<file path="src/rtl/seq_pattern_trigger.sv">
// seq_pattern_trigger
//   Masked pattern comparator with a consecutive-beat run counter and an
//   arm/clear control FSM. trig_out fires after DEPTH consecutive matching
//   valid beats while ARMED. Idle cycles (in_valid = 0) between beats do not
//   break a run. The match is computed as ((in_data ^ PATTERN) & MASK) == 0.
//
//   Parameters: WIDTH (data width), DEPTH (1..255), PATTERN, MASK.
//
//   Optional feature, enabled with the macro SEQ_TRIG_PULSE_EN:
//     defined   - pulse mode: trig_out is high for one cycle per run, and the
//                 FSM drops straight back to ARMED with the count cleared.
//     undefined - sticky mode: FIRED holds trig_out high until clear or reset.
//
//   The priority inside a single cycle is clear > arm > data.

module seq_pattern_trigger #(
  parameter int               WIDTH   = 32,
  parameter int               DEPTH   = 4,
  parameter logic [WIDTH-1:0] PATTERN = WIDTH'(32'h331D58BA),
  parameter logic [WIDTH-1:0] MASK    = '1,
  localparam int              CW      = $clog2(DEPTH + 1)
) (
  input  logic             clk,
  input  logic             rst_n,
  input  logic             in_valid,
  input  logic [WIDTH-1:0] in_data,
  input  logic             arm,
  input  logic             clear,
  output logic             trig_out,
  output logic             armed,
  output logic [CW-1:0]    match_cnt
);

  typedef enum logic [1:0] {
    ST_IDLE  = 2'd0,
    ST_ARMED = 2'd1,
    ST_FIRED = 2'd2
  } state_t;

  localparam logic [CW-1:0] CNT_LAST = CW'(DEPTH - 1);
  localparam logic [CW-1:0] CNT_FULL = CW'(DEPTH);

  state_t          state, state_d;
  logic [CW-1:0]   cnt_d;
  logic            trig_d;
  logic            hit;

  // Masked compare of the current beat; qualified by in_valid in the FSM.
  assign hit = ((in_data ^ PATTERN) & MASK) == '0;

  // Next-state, next-count and next-trigger decode (clear > arm > data).
  always_comb begin
    // NOTE: every signal written here gets a default first, so no path leaves
    // it unassigned and no latch is inferred.
    state_d = state;
    cnt_d   = match_cnt;
    trig_d  = 1'b0;

    if (clear) begin
      state_d = ST_IDLE;
      cnt_d   = '0;
    end else if (arm && (state != ST_FIRED)) begin
      // Arming from IDLE, or re-arming while ARMED, restarts the run. The
      // beat presented in this cycle is not counted.
      state_d = ST_ARMED;
      cnt_d   = '0;
    end else begin
      case (state)
        ST_IDLE: begin
          // Data is ignored until the block is armed.
        end
        ST_ARMED: begin
          if (in_valid) begin
            if (hit) begin
              if (match_cnt == CNT_LAST) begin
                trig_d = 1'b1;
`ifdef SEQ_TRIG_PULSE_EN
                state_d = ST_ARMED;
                cnt_d   = '0;
`else
                state_d = ST_FIRED;
                cnt_d   = CNT_FULL;
`endif
              end else begin
                cnt_d = match_cnt + CW'(1);
              end
            end else begin
              // A missed beat ends the run. It never starts a new one.
              cnt_d = '0;
            end
          end
        end
        ST_FIRED: begin
          // Sticky: hold the trigger and the full count. Data and arm are ignored.
          trig_d = 1'b1;
        end
        default: begin
          state_d = ST_IDLE;
          cnt_d   = '0;
        end
      endcase
    end
  end

  // State, count and output registers. An asynchronous reset clears all progress.
  always_ff @(posedge clk or negedge rst_n) begin
    if (!rst_n) begin
      state     <= ST_IDLE;
      match_cnt <= '0;
      trig_out  <= 1'b0;
      armed     <= 1'b0;
    end else begin
      // NOTE: sequential state uses non-blocking assignments, so every flop
      // samples the values from before the edge, whatever the statement order.
      state     <= state_d;
      match_cnt <= cnt_d;
      trig_out  <= trig_d;
      armed     <= (state_d == ST_ARMED);
    end
  end

endmodule

</file>
<file path="config.mk">
export PLATFORM = sky130hd
export DESIGN_NAME = seq_pattern_trigger
export DESIGN_NICKNAME = d
export VERILOG_FILES = /design/src/rtl/seq_pattern_trigger.sv
export SDC_FILE = /design/constraint.sdc
export NUM_CORES = 1
export LEC_CHECK = 0
export BUFFER_PORTS_ARGS = -buffer_cell sky130_fd_sc_hd__buf_4
export CORE_MARGIN = 1
export CORE_UTILIZATION = 37
export DETAILED_ROUTE_END_ITERATION = 10
export PLACE_DENSITY = 0.8
export RECOVER_POWER = 25
export SLEW_MARGIN = 30
export SYNTH_ARGS = -nofsm -noshare
export SYNTH_HDL_FRONTEND = slang
export SYNTH_SLANG_ARGS = --single-unit
</file>
<file path="constraint.sdc">
create_clock -name clk -period 2.1 [get_ports clk]
set_input_delay 0.42 -clock clk [delete_from_list [all_inputs] [get_ports clk]]
set_output_delay 0.42 -clock clk [all_outputs]
set_load 0.05 [all_outputs]
</file>
After elaboration in Yosys (flattened, before gate mapping)
Cells that the tools add are included.
{"block": "op_classes", "eq_ne": 7, "n_addsub": 1, "reduce_logical": 5, "bitwise_logic": 1, "muxes": 18}
{"operator": "logical NOT 32 bit", "n": 1}
{"operator": "inverter 16 bit", "n": 1}
{"operator": "two-way mux 3 bit", "n": 5}
{"operator": "two-way mux 2 bit", "n": 5}
{"operator": "one-hot mux 3 bit (2 select lines)", "n": 1}
{"operator": "two-way mux 1 bit", "n": 5}
{"operator": "== test 2 x 1 -> 1 bit (second input constant)", "n": 2}
{"operator": "inequality test 4 bit (second input constant)", "n": 1}
{"operator": "one-hot mux 2 bit (2 select lines)", "n": 1}
{"operator": "adder 3 x 1 -> 3 bit (second input constant)", "n": 1}
{"operator": "== test 3 x 2 -> 1 bit (second input constant)", "n": 1}
{"operator": "inequality test 3 x 1 -> 1 bit (second input constant)", "n": 1}
{"operator": "== test 2 bit (second input constant)", "n": 1}
{"operator": "logical NOT 2 bit", "n": 1}
{"operator": "inequality test 2 bit (second input constant)", "n": 1}
{"operator": "one-hot mux 1 bit (2 select lines)", "n": 1}
{"operator": "AND reduction 2 bit", "n": 1}
{"operator": "OR reduction 2 bit", "n": 1}
{"operator": "logical AND 1 bit", "n": 1}
{"block": "word_totals", "out_inout_bits": 5, "elab_cells": 36, "ff_bits": 7, "inputBits": 37}

Logic depth before layout (Yosys ltp)
Gate-level depths: netlist (run 1).
{"block": "logic_depth", "word_depth": 8, "mapped_depth": 7, "depth_no_buf": 7}

Least setup slack after synthesis (run 1)
OpenSTA, ideal clock, no wires.
{"block": "synth_path", "path_kind": "reg-to-reg", "startpoint": "reg state[0]", "endpoint": "reg match_cnt[0]", "arrival_time_ns": 1.681, "setup_slack_ns": 0.322, "path_stages_with_launch": 8, "setup_ns": 0.097, "path_buffers": 0, "synth_period_minus_slack_ns": 1.778, "t_required_ns": 2.003, "path_cell_list": "dfrtp_1 inv_1 ha_1 nand2b_1 nand2b_4 nor2b_1 or4b_4 o31ai_1"}
{"block": "synth_between", "elab_chain_len": 5, "elab_cells_between_ends": 12, "cone_classes": "eq/ne (5); mux (3); reduce/logical (4)"}
{"item": "from (decl)", "line": "43", "source": "state_t state, state_d;"}
{"item": "from (signal assigned)", "line": "115", "source": "state <= state_d;"}
{"item": "== test 2 bit or logical NOT 2 bit (tied branches)", "line": "68", "source": "case (state)"}
{"item": "OR reduction 2 bit (no source line)"}
{"item": "one-hot mux 3 bit (2 select lines)", "line": "68"}
{"item": "two-way mux 3 bit", "line": "62", "source": "end else if (arm && (state != ST_FIRED)) begin"}
{"item": "two-way mux 3 bit", "line": "59", "source": "if (clear) begin"}
{"item": "to (signal assigned)", "line": "116", "source": "match_cnt <= cnt_d;"}
{"item": "to (decl)", "line": "31", "source": "output logic [CW-1:0] match_cnt"}
Parallel ways exist; a longest one is shown, timed or not.
A chain may end at the register's enable or synchronous reset.

Worst setup path in the final report (run 1)
Same ends and word-level chain as after synthesis.

==> results.md, run 1 <==
- The flow ran to the end, and the final reports show no timing, DRC or antenna violations.
- Summed over all layers, the routed wires come to 1280 um.
- The count of cells along the worst register-to-register path is 7.
- During I/O placement, the number of pins put on the boundary was 42.
- The remaining global-route overflow is 0.
- In this run the remaining antenna-violating nets after routing total 0.
- In the routed design, unresolved DRC markers number 0.
- Dividing the detail-routed via count by the number of cells gives 5.18.
- In this run, the number of DRC markers left after iteration 0 of detailed routing was 6.
- From bottom edge to top edge, the die measures 39.4 um.
- The maximum level of the CTS H-tree is 1.
- Walking the worst path, the cells encountered are inv_1 > ha_1 > nand2b_1 > nand2b_4 > nor2b_1 > or4b_4 > o31ai_1.
- The initial utilization of the core area, before any placement, comes to 0.397.
- The count of mapped cells out of synthesis is 52.
- Across every metal layer, demand over resource in global routing totals 0.205.
- Routability-driven placement finished with a final weighted congestion of 0.682.
- The worst setup timing slack at the placement stage is 0.153 ns.
- Setup repair after global routing left no endpoint under its margin.
- The number of I/O port buffers is 41.
- Static timing analysis puts the maximum clock frequency at 527 MHz.
- The synthesized area is 517 um^2.
- Buffers inserted during clock tree synthesis total 3.
- For this design the total switching power over the nets is 87.7 uW.
- The wire length of the first global-routing pass is 2060 um.
- The total power per unit cell area is 402 nW/um^2.
- On the final layout, the worst clock skew is 0.00602 ns.
- The first-pass iteration count of the detailed router is 4.
- At the worst endpoint, the arrival time is 2.06 ns.
- VDD sags by at most 0.187 mV.
- The final count of negative-setup-slack endpoints is 0.
- The worst setup path is launched from a register.
- In the final layout, the share of cells above drive strength 1 is 0.495.
- The post-CTS setup buffer count is 0.
- The stage delay of the slowest cell on the critical path is 0.50 ns.
- The critical path start-end classification is register to register.
- In this run, synthesis produced a sequential element count of 7.
- The beginning of the worst hold path is clear.
- The worst reg2reg path startpoint is state[0].
- The area growth from synthesis to layout is 71.2%.
- Entering global routing, the biggest net connects 8 pins.
- The highest fanout seen on the critical path is 6.
- The die boundary width is 39.4 um.
- Among cell families on the critical path, the largest total delay comes from simple AND/OR/NAND/NOR gates.
- Of the total power, combinational logic draws 0.241.
- Yosys printed 0 warnings.
- Clock latency on the worst-skew pair, taken at its later pin, is 0.26 ns.
- The total negative slack is 0 ns.
- In the post-synthesis netlist, the biggest area contributors are dfrtp_1 (34%), ha_1 (15%), nor4bb_1 (3.9%).
- The sequential share of power is 0.397.
- The number of buffers and inverters on the critical path is 1.
- Of the total power, the share spent switching nets is 0.247.
- For this run, the register share of the synthesized area comes to 0.339.
- Counting every net in the synthesized netlist gives 95.
- CTS placed an instance of clkbuf_4 at the clock tree root.
- The transition time at the pin with the least slew margin is 0.361 ns.
- After synthesis, the netlist uses 25 different library cells.
- The number of diodes is 0.
- The area share of the leading cell type in the synthesized netlist is 0.339.
- For hold timing, the worst endpoint is state[0].
- The internal power of the cells totals 268 uW.
- Hold is met by 0.431 ns.
- The net count of the finished layout is 143.
- Dividing the final minimum period by the clock period gives 0.903.
- The worst register-to-register path ends at match_cnt[0].
- In this run the static leakage power is 0.000440 uW.
- The number of buffers on the longest clock path is 2.
- The path class of the tightest hold or removal check is input pin to register.
- The worst path setup slack after routing is 0.204 ns.
- The CTS tree is yes.
- After synthesis, the mean cell area works out to 9.94 um^2.
- The slowest library cell on the worst path is or4b_4.
- The area enclosed by the die boundary is 1550 um^2.
- For the finished layout, the period the worst path requires is 1.90 ns.
- The hold path depth is 3.
- The initial antenna violation count is 0.
- The number of global-route vias before repair came to 571.
- The library cell with the largest summed area after synthesis is dfrtp_1.
- STA classifies the critical path endpoint as a register.
- The core utilization of the finished layout is 0.680.
- The HPWL after detailed placement is 1130 um.
- The worst relative slew slack is 0.760.
- After floorplanning, the core was divided into 13 placement rows.
- The number of maximum-capacitance violations is 0.
- The max-slew violation total from the final report was 0.
- The number of hold-slack violations in the final timing report is 0.
- The clock network fraction of design power is 0.363.
- In this run the register-to-register setup slack is 0.20 ns.
- The total area inside the core boundary comes to 1300 um^2.
- Clock-pin slew was measured on the worst setup and hold paths at 0.06 ns.
- The routed layout has 591 vias.
- The clock net in this run drives a total of 7 sinks.
- The required time of the worst setup path is 2.27 ns.
- The per-cell routed wire length is 11.3 um.
state kept, by name (all words and copies together), names as in the netlist:
| signal | cells |
|---|---|
| armed | 1 |
| match_cnt | 3 |
| state | 2 |
| trig_out | 1 |
what timing repair did:
item | 4_1_cts | 5_1_grt
gates resized for setup | 0 | 1
endpoints found under the setup margin | 0 | 2
hold buffers | 1 | 0
endpoints found under the hold margin | 7 | 0
Yosys cell counts:
cell type,count
nor4b_1,1
nor3b_1,1
o21ai_0,2
and4bb_1,1
or4b_4,1
dfrtp_1,7
a221o_1,1
o31ai_1,2
a31oi_1,2
nor3_1,1
and2_1,1
nand2b_4,1
nand2_1,3
ha_1,6
o21a_1,1
nand2b_1,2
nor3_2,1
and4bb_2,1
and4b_1,1
nor4bb_1,2
a41oi_1,1
nor2_1,4
nor2b_1,1
inv_1,5
nand4_1,3
kinds of logic (layout without fill, tap and decap cells):
kind of cell | after synthesis | in the layout | synth area share
flops | 7 | 7 | 0.339
simple gates | 25 | 25 | 0.356
compound gates | 9 | 9 | 0.123
buf+inv | 5 | 52 | 0.0363
fa+ha+maj | 6 | 6 | 0.145
cells in the final DEF (no fill, tap or decap), types with 2 or more instances in the layout:
cell / n
buf_4: 41
inv_1: 5
nand2_1: 3
o21ai_0: 2
dfrtp_1: 6
nand2b_1: 2
nor4bb_1: 2
o31ai_1: 2
clkbuf_1: 2
a31oi_1: 2
nor2_1: 4
nand4_1: 3
clkbuf_4: 3
ha_1: 6
layer usage:
metal,vias to the layer above,GRT usage,part of all wire
li1,290,-,-
met1,262,0.180,0.35
met2,37,0.404,0.53
met3,2,0.0455,0.10
met4,0,0.129,0.018
met5,-,0,0
metrics by stage:
stage / total power [uW] / instance area, um^2 / instances
6_report: 356 / 885 / 114
5_1_grt: 371 / 885 / 114
2_1_floorplan: 170 / 517 / 52
3_3_place_gp: 228 / 851 / 109
3_5_place_dp: 229 / 851 / 109
4_1_cts: 360 / 887 / 114
cell type report:
class,count,area [um^2]
Inverter,5,18.8
Tap cell,15,18.8
Fill cell,109,417
Timing Repair Buffer,43,322
Clock buffer,4,26.3
Sequential cell,7,176
Multi-Input combinational cell,40,323
worst min-delay path: cells and delay by family:
kind | cells | cell delay, ns
buffers and inverters | 1 | 0.08
AO/OA/AOI/OAI | 2 | 0.15
how the worst max path moves through the flow:
stage / startpoint / to / slack, ns / cells after the start
finish: state[0] / match_cnt[0] / 0.20 / 7
global route: state[0] / match_cnt[0] / 0.04 / 7
CTS: state[0] / match_cnt[0] / 0.14 / 7
detailed placement: state[0] / match_cnt[0] / 0.15 / 7
global placement: state[0] / match_cnt[0] / 0.19 / 7
floorplan: state[0] / match_cnt[0] / 0.32 / 7
power by group through the flow:
stage / registers [uW] / logic, uW / clock network (uW)
finish: 141 / 85.6 / 129
global route: 142 / 93.6 / 136
CTS: 141 / 87.5 / 132
detailed placement: 143 / 86.0 / 0
global placement: 143 / 84.5 / 0
floorplan: 148 / 21.6 / 0
Note: power is estimated with default switching activity, not from simulation.
==> run 2: changes to the inputs <==
==> constraint.sdc (replaced) <==
create_clock -name clk -period 2.1 [get_ports clk]
set_input_delay 0.21 -clock clk [delete_from_list [all_inputs] [get_ports clk]]
set_output_delay 0.21 -clock clk [all_outputs]
set_load 0.05 [all_outputs]
==> run 2 against run 1 <==
  * Setup slack lost 0.082 ns
  * Global-route usage shrank 1.2 points
  * Final cell count shrank 0.88%
  * Worst hold slack lost 0.19 ns
  * Clock-buffer cell count is the same
  * Clock skew grew 0.0048 ns
  * Die area is the same
  * Critical path depth is the same
  * Non-clock buffer count shrank 1
  * Largest power group unchanged
==> results.md, run 2 (synthesized netlist as in run 1, its figures left out) <==
- The type of element launching the critical path is a register (unchanged).
- The combined area of the multi-input logic cells is 323 um^2 (unchanged).
- The max-slew violation total from the final report is 0 (unchanged).
- The number of global-route vias before repair is 513 (was 571).
- The critical path start-end classification was register to register (unchanged).
- The worst flop-to-flop path endpoint is match_cnt[1] (was match_cnt[0]).
- The all-layer global routing usage came to 0.192 (was 0.205).
- The critical path capture point is match_cnt[1] (was match_cnt[0]).
- Largest registers: match_cnt x3, state x2 (unchanged).
- The wire length of the first global-routing pass came to 2010 um (was 2060 um).
- The total negative slack is 0 ns (unchanged).
- The die boundary width is 39.4 um (unchanged).
- The combined flip-flop and latch cell area is 176 um^2 (unchanged).
- Result of the run: finished, final reports clean (unchanged).
- The maximum clock frequency was 506 MHz (was 527 MHz).
- The post-CTS setup buffer count is 0 (unchanged).
- The worst-case register-to-register setup slack is 0.12 ns (was 0.20 ns).
- The number of flip-flops under the largest register name was 3 (unchanged).
- The number of maximum-capacitance violations came to 0 (unchanged).
- The non-filler instance count after layout came to 113 (was 114).
- The launching instance or port of the critical path is state[0] (unchanged).
- The initial antenna violation count is 0 (unchanged).
- The net count of the finished layout is 142 (was 143).
- The count of cells along the worst register-to-register path is 7 (unchanged).
- The worst supply voltage drop on vdd was 0.313 mV (was 0.187 mV).
- The portion of the clock cycle consumed by the worst path in the final layout is 0.942 (was 0.903).
- The worst relative slew slack is 0.751 (was 0.760).
- The area inside the core boundary is 1300 um^2 (unchanged).
- The register clock-pin slew on the reported worst setup and hold paths was 0.06 ns (about the same).
- The number of I/O port buffers came to 41 (unchanged).
- The final count of negative-setup-slack endpoints was 0 (unchanged).
- The number of hold-slack violations in the final timing report is 0 (unchanged).
- The number of top-level pins came to 42 (unchanged).
- The floorplan row count is 13 (unchanged).
- The total power is 349 uW (was 356 uW).
- The fraction of layout cells with a size suffix above 1 is 0.490 (was 0.495).
- The number of buffers on the longest clock path is 2 (unchanged).
- The post-synthesis to final-layout area growth is 69.7% (was 71.2%).
- The total power per unit cell area came to 397 nW/um^2 (was 402 nW/um^2).
- The clock skew after layout is 0.0108 ns (was 0.00602 ns).
- The leakage power is 0.000435 uW (was 0.000440 uW).
- The post-detailed-routing wire length is 1300 um (was 1280 um).
- The root buffer cell is clkbuf_4 (unchanged).
- The required time of the worst setup path is 2.23 ns (was 2.27 ns).
- The total CTS buffers is 3 (unchanged).
- The violation count after the first detailed-routing iteration came to 7 (was 6).
- The area enclosed by the die boundary was 1550 um^2 (unchanged).
- The number of sinks on the clock net was 7 (unchanged).
- The post-layout minimum cycle time is 1.98 ns (was 1.90 ns).
- The number of diodes is 0 (unchanged).
- The layout filler cell count is 110 (was 109).
- The remaining global-route overflow is 0 (unchanged).
- The commonest non-fill, non-tap cell in the layout is buf_4 (unchanged).
- The HPWL after detailed placement is 1160 um (was 1130 um).
- The type of element capturing the critical path is a register (unchanged).
- The clock latency of the later-clocked register in the worst-skew pair is 0.25 ns (was 0.26 ns).
- The last weighted congestion value of the routability-driven placer is 0.710 (was 0.682).
- Commonest non-fill, non-tap cells in the layout: buf_4 (40), ha_1 (6), dfrtp_1 (6) (was buf_4 (41), ha_1 (6), dfrtp_1 (6)).
- The remaining design rule violation count was 0 (unchanged).
- The CTS tree is yes (unchanged).
- The number of placed instances with taps included is 108 (was 109).
- The routed via count divided by cell count is 5.15 (was 5.18).
- The register bank with the most flops was match_cnt (unchanged).
- RSZ-0062 raised after global routing: false (unchanged).
- The starting density of the core is 0.397 (unchanged).
- The worst reg2reg path startpoint is state[0] (unchanged).
- The first-pass iteration count of the detailed router is 2 (was 4).
- The data arrival time of the critical path is 2.11 ns (was 2.06 ns).
- The total vias in the final route was 582 (was 591).
- The transition time at the pin with the least slew margin is 0.373 ns (was 0.361 ns).
- The height of the die was 39.4 um (unchanged).
- The per-cell routed wire length came to 11.5 um (was 11.3 um).
- The highest fanout seen on the critical path is 6 (unchanged).
- The pin count of the biggest net entering global routing is 8 (unchanged).
- The remaining antenna violation count is 0 (unchanged).
- The maximum level of the CTS H-tree is 1 (unchanged).
- The type of the most critical hold path is input pin to register (unchanged).
==> run 2: cell count changes in the layout (fill, tap and decap cells not counted), sizes merged <==
cell and delta:
buf -1
==> run 2: worst min path at each step <==
stage / cells past startpoint / to / slack, ns / start
after CTS: 3 / state[0] / 0.25 / clear
after detailed placement: 1 / match_cnt[0] / 0.03 / rst_n
after floorplan: 0 / armed / -0.09 / rst_n
after global routing: 3 / state[0] / 0.27 / clear
final: 3 / state[0] / 0.25 / clear
after global placement: 1 / match_cnt[1] / 0.03 / rst_n
==> run 2: area by class of cell <==
cell class              instances  share of cell area
flip-flops and latches          7               0.201
repair buffers                 42               0.358
multi-input cells              40               0.368
well taps                      15              0.0214
inverters                       5              0.0214
clock buffers                   4              0.0300
==> run 2: through the flow <==
stage	area, um^2	setup slack, ns	util	hold WS, ns
after detailed placement	843	0.0915	0.648	0.0275
after global placement	843	0.269	0.648	0.0251
after floorplan	517	0.322	-	-0.0856
final	877	0.122	0.674	0.245
after CTS	880	0.0792	0.676	0.246
after global routing	877	0.0355	0.674	0.267
==> run 2: repair_timing <==
| item | in CTS | in global routing |
|---|---|---|
| resized for setup | 0 | 1 |
| hold endpoints to repair | 7 | 0 |
| hold buffers | 1 | 0 |
| endpoints found under the setup margin | 0 | 1 |
==> run 2: metal layers <==
metal / up-vias / global-route usage / part of all wire
met3: 0 / 0.0682 / 0.11
met1: 261 / 0.203 / 0.36
li1: 288 / - / -
met4: 0 / 0 / 0
met5: - / 0 / 0
met2: 33 / 0.379 / 0.53
==> run 2: critical path, stage by stage (launching register included) <==
cell and delay [ns]:
dfrtp_2 0.40, inv_1 0.07, ha_1 0.22, nand2b_1 0.20, nand2b_4 0.11, nor2b_1 0.08, or4b_4 0.50, o31ai_1 0.28
==> run 2: power by group <==
| group | internal [uW] | switching [uW] | total [uW] |
|---|---|---|---|
| Combinational | 57.0 | 29.3 | 86.4 |
| Clock | 72.4 | 48.6 | 121 |
| Sequential | 138 | 2.76 | 141 |
| Total | 268 | 80.7 | 349 |
